--- config.mk ---
export PLATFORM = sky130hd
export DESIGN_NAME = pu3_ctrl
export DESIGN_NICKNAME = d
export VERILOG_FILES = /design/src/rtl/pu3_ctrl.sv
export SDC_FILE = /design/constraint.sdc
export NUM_CORES = 1
export LEC_CHECK = 0
export CAP_MARGIN = 20
export CORE_MARGIN = 2
export CORE_UTILIZATION = 47
export CTS_CLUSTER_SIZE = 24
export DETAILED_ROUTE_END_ITERATION = 10
export GPL_ROUTABILITY_DRIVEN = 0
export GPL_TIMING_DRIVEN = 0
export PLACE_DENSITY = 0.85
export SLEW_MARGIN = 0
export SYNTH_ARGS = -nofsm -noshare
export SYNTH_HDL_FRONTEND = slang
export SYNTH_SLANG_ARGS = --single-unit
--- constraint.sdc ---
create_clock -name clk_i -period 2.6 [get_ports clk_i]
set_clock_uncertainty 0.2 [all_clocks]
set_input_delay 0.52 -clock clk_i [delete_from_list [all_inputs] [get_ports clk_i]]
set_output_delay 0.52 -clock clk_i [all_outputs]
set_load 0.01 [all_outputs]
--- src/rtl/pu3_ctrl.sv ---
// Sequencer for one PU3 inference: clears the MAC accumulators, streams N_IN
// feature/weight addresses, drains the read and MAC pipelines, then holds results until taken.
module pu3_ctrl #(
   parameter int N_IN    = 32,
   parameter int AW      = 5,
   parameter int RD_LAT  = 1,
   parameter int MAC_LAT = 2
) (
   input  logic          clk_i,
   input  logic          rstn_i,
   input  logic          start_i,
   output logic          rd_en_o,
   output logic [AW-1:0] addr_o,
   output logic          mac_en_o,
   output logic          valid_o,
   output logic          mac_clear_o,
   output logic          busy_o,
   output logic          res_valid_o,
   input  logic          res_ready_i
);

   localparam int DRAIN_CYC = RD_LAT + MAC_LAT;
   localparam int DW        = $clog2(DRAIN_CYC + 1);
   localparam logic [AW-1:0] FEED_LAST  = AW'(N_IN - 1);
   localparam logic [DW-1:0] DRAIN_LAST = DW'(DRAIN_CYC - 1);

   typedef enum logic [2:0] {
      IDLE,
      CLEAR,
      FEED,
      DRAIN,
      DONE
   } state_t;

   state_t              state_q, state_d;
   logic [AW-1:0]       feed_cnt_q, feed_cnt_d;
   logic [DW-1:0]       drain_cnt_q, drain_cnt_d;
   logic [RD_LAT-1:0]   valid_sr_q, valid_sr_d;

   always_ff @(posedge clk_i or negedge rstn_i) begin
      if (!rstn_i) begin
         state_q     <= IDLE;
         feed_cnt_q  <= '0;
         drain_cnt_q <= '0;
         valid_sr_q  <= '0;
      end else begin
         state_q     <= state_d;
         feed_cnt_q  <= feed_cnt_d;
         drain_cnt_q <= drain_cnt_d;
         valid_sr_q  <= valid_sr_d;
      end
   end

   always_comb begin
      state_d     = state_q;
      feed_cnt_d  = feed_cnt_q;
      drain_cnt_d = drain_cnt_q;
      rd_en_o     = 1'b0;
      addr_o      = '0;
      mac_en_o    = 1'b0;
      mac_clear_o = 1'b0;
      res_valid_o = 1'b0;

      unique case (state_q)
         IDLE: begin
            if (start_i) begin
               state_d = CLEAR;
            end
         end
         CLEAR: begin
            mac_clear_o = 1'b1;
            mac_en_o    = 1'b1;
            feed_cnt_d  = '0;
            state_d     = FEED;
         end
         FEED: begin
            rd_en_o  = 1'b1;
            mac_en_o = 1'b1;
            addr_o   = feed_cnt_q;
            if (feed_cnt_q == FEED_LAST) begin
               drain_cnt_d = '0;
               state_d     = DRAIN;
            end else begin
               feed_cnt_d = feed_cnt_q + AW'(1);
            end
         end
         DRAIN: begin
            mac_en_o = 1'b1;
            if (drain_cnt_q == DRAIN_LAST) begin
               state_d = DONE;
            end else begin
               drain_cnt_d = drain_cnt_q + DW'(1);
            end
         end
         DONE: begin
            res_valid_o = 1'b1;
            if (res_ready_i) begin
               state_d = IDLE;
            end
         end
         default: begin
            state_d = IDLE;
         end
      endcase
   end

   // valid_o tracks rd_en_o through a fixed RD_LAT-deep delay line
   always_comb begin
      valid_sr_d    = '0;
      valid_sr_d[0] = rd_en_o;
      for (int i = 1; i < RD_LAT; i++) begin
         valid_sr_d[i] = valid_sr_q[i-1];
      end
   end

   assign valid_o = valid_sr_q[RD_LAT-1];
   assign busy_o  = (state_q != IDLE);

endmodule

==> results of run 1 <==
layer usage:
metal	GRT usage, %	vias up	part of all wire [%]
li1	-	291	-
met1	24.4	282	44
met2	29.1	13	50
met3	5.22	5	4.0
met4	11.6	0	2.5
met5	0	-	0
state kept, by name, indices dropped and copies added, names as in the netlist:
signal and cells:
feed_cnt_q 5, state_q 3, drain_cnt_q 2, valid_o 1
cells by family after synthesis:
| group | count (synthesis) | share of synthesized area (%) |
|---|---|---|
| buf+inv | 8 | 6.06 |
| compound gates | 20 | 20.5 |
| mux | 1 | 1.52 |
| fa+ha+maj | 3 | 5.68 |
| flops | 11 | 41.7 |
| simple gates | 27 | 24.6 |
worst max-delay path by stage:
stage,to,slack (ns),depth (start not counted)
2_1_floorplan,feed_cnt_q[3],0.68,6
4_1_cts,res_valid_o,0.03,5
3_3_place_gp,addr_o[3],0.32,4
5_1_grt,addr_o[0],0.002,4
6_report,addr_o[0],0.08,4
3_5_place_dp,addr_o[0],0.28,4
final cells by class:
type	instances	area, µm²	area share (%)
Clock buffer	4	26.3	3.06
Buffer	3	23.8	2.77
Sequential cell	11	277	32.2
Timing Repair Buffer	14	140	16.3
Multi-Input combinational cell	51	355	41.3
Tap cell	15	18.8	2.18
Inverter	5	18.8	2.18
repair_timing:
item                                    4_1_cts  5_1_grt
hold buffers                                  0        0
endpoints found under the setup margin        4        6
resized for setup                             1        4
through the flow:
stage | instance area (µm²) | hold slack, ns | setup WS [ns] | std cells | total power [mW]
global route | 860 | 0.390 | 0.00191 | 103 | 1.10
CTS | 848 | 0.368 | 0.0273 | 103 | 1.01
floorplan | 661 | 0.0244 | 0.681 | 70 | 0.654
finish | 860 | 0.364 | 0.0799 | 103 | 1.02
global placement | 820 | 0.325 | 0.318 | 99 | 0.852
detailed placement | 820 | 0.351 | 0.280 | 99 | 0.880
cells in the final DEF, fill, tap and decap left out, drive strengths merged:
cell           count
clkdlybuf4s50     14
dfrtp             11
o21ai              6
nor2               6
inv                5
clkbuf             5
and2               4
nand2              4
o2bb2ai            3
ha                 3
nor3               2
nor2b              2
a21oi              2
nor4b              2
a22oi              2
buf                2
nand2b             1
or3                1
and3               1
o21a               1
nand4b             1
or4                1
o211ai             1
nand3              1
nor3b              1
a32oi              1
o31ai              1
o22ai              1
o21bai             1
o31a               1
mux2i              1
power groups by stage:
stage	registers (mW)	clock network, mW	logic, mW
after detailed placement	0.317	0	0.564
after global routing	0.328	0.138	0.638
after CTS	0.313	0.128	0.571
after global placement	0.312	0	0.540
after floorplan	0.302	0	0.351
final	0.316	0.124	0.580
==> impl_metrics.json, run 1 <==
{
  "reg2reg_from": "feed_cnt_q[0]",
  "path_clk_slew_ns": 0.07,
  "grt_pass1_wl_um": 2480,
  "setup_viol_count_final": 0,
  "cts_setup_buffers": 0,
  "yosysTopAreaCell": "dfrtp_1",
  "synth_cells": 70,
  "io_pins": 15,
  "yosysMostFrequentCell": "dfrtp_1",
  "wl_per_cell_um": 14.2,
  "initial_utilization_pct": 50.8,
  "crit_family": "buffers and inverters",
  "core_mm2": 0.00130,
  "combPwrFrac_pct": 56.9,
  "rows": 13,
  "swShare_pct": 40.8,
  "vias": 591,
  "yosysWarningCount": 0,
  "final_layout_size_suffix_gt1_share_pct": 12.5,
  "dr.pass1.iters": 4,
  "start_kind": "flip-flop",
  "h-tree-depth": 1,
  "cts.path.max_buffers": 2,
  "root_buffer": "clkbuf_4",
  "area_delta_synth_final_pct": 30.1,
  "whs_endpoint": "feed_cnt_q[1]",
  "ys_top_cells_by_area": "dfrtp_1 (42%), ha_1 (5.7%), o21ai_0 (4.5%), o2bb2ai_1 (4.0%), and2_1 (3.8%)",
  "syn_nets": 77,
  "hpwl_um": 1070,
  "switchingPower_uw": 416,
  "max_slew.worst_pin.slew_ns": 0.511,
  "drv_cap": 0,
  "syn_avg_cell_area_um2": 9.44,
  "power_density_mw_per_mm2": 1190,
  "rrSetupSlack_ns": 0.53,
  "slew_viol_final": 0,
  "finalSetupTns_ns": 0,
  "clock_sinks": 11,
  "hold_violations": 0,
  "path_class": "reg2out",
  "portBuffers": 14,
  "worst_ir_drop_vdd_uv": 679,
  "worst-path-buf-inv": 2,
  "p_clk_share_pct": 12.2,
  "viasPerCell": 5.74,
  "grt.overflow.total": 0,
  "whs_path_depth": 1,
  "final_util_pct": 66.1,
  "async_flop_share_pct": 100,
  "cp.required_ns": 1.88,
  "fmax_ghz": 0.397,
  "drc": 0,
  "hp-start": "feed_cnt_q[1]",
  "grt_max_degree": 12,
  "syn_area_um2": 661,
  "diodes": 0,
  "p_leak_nw": 0.373,
  "path_cells": "clkbuf_4 > nor2_4 > and2_1 > clkdlybuf4s50_1",
  "cts_inserted_buffers": 3,
  "status": "finished, final reports clean",
  "grt_pass1_vias": 531,
  "crit_fanout": 10,
  "grt_usage_pct": 19.3,
  "maxSlewHeadroom_pct": 65.8,
  "synth_commonest_cells": "dfrtp_1 (11), nor2_1 (6), o21ai_0 (6)",
  "cts_tree": "built",
  "drtIter0Drc": 17,
  "rsz0062_at_grt": "no",
  "synth_seq_area_share_pct": 41.7,
  "r2r_cells": 6,
  "antenna_found_initial": 0,
  "die_area_mm2": 0.00172,
  "nets": 96,
  "synth_ff_type": "dfrtp_1",
  "crit_arrival_ns": 1.80,
  "fillers": 122,
  "yosysTopAreaCellShare_pct": 41.7,
  "crit_path_start": "state_q[0]",
  "routed_wl_um": 1470,
  "worst_path_max_delay_cell": "clkdlybuf4s50_1",
  "end_kind": "output port",
  "critical_path.max_stage_delay_ns": 0.54,
  "yosysUniqueCellTypes": 30,
  "intPower_uw": 604,
  "period_share_pct": 96.9,
  "synth-edff-count": 0,
  "drtAntennaViolNets": 0,
  "hold_path_class": "reg2reg",
  "seqPwrFrac_pct": 31.0,
  "ys_seq_elements": 11,
  "r2r_end": "feed_cnt_q[3]",
  "die_x_um": 41.5,
  "clk_latency_ns": 0.28,
  "die_h_um": 41.5,
  "fin_crit_ns": 2.52
}
Note: power is estimated with default switching activity, not from simulation.
==> run 2: changes to the inputs <==
--- a/config.mk
+++ b/config.mk
@@ -8,7 +8,6 @@
 export CAP_MARGIN = 20
 export CORE_MARGIN = 2
 export CORE_UTILIZATION = 47
-export CTS_CLUSTER_SIZE = 24
 export DETAILED_ROUTE_END_ITERATION = 10
 export GPL_ROUTABILITY_DRIVEN = 0
 export GPL_TIMING_DRIVEN = 0
==> results of run 2 <==
Same layout as run 1: the final DEF is identical, and so are final timing and power.
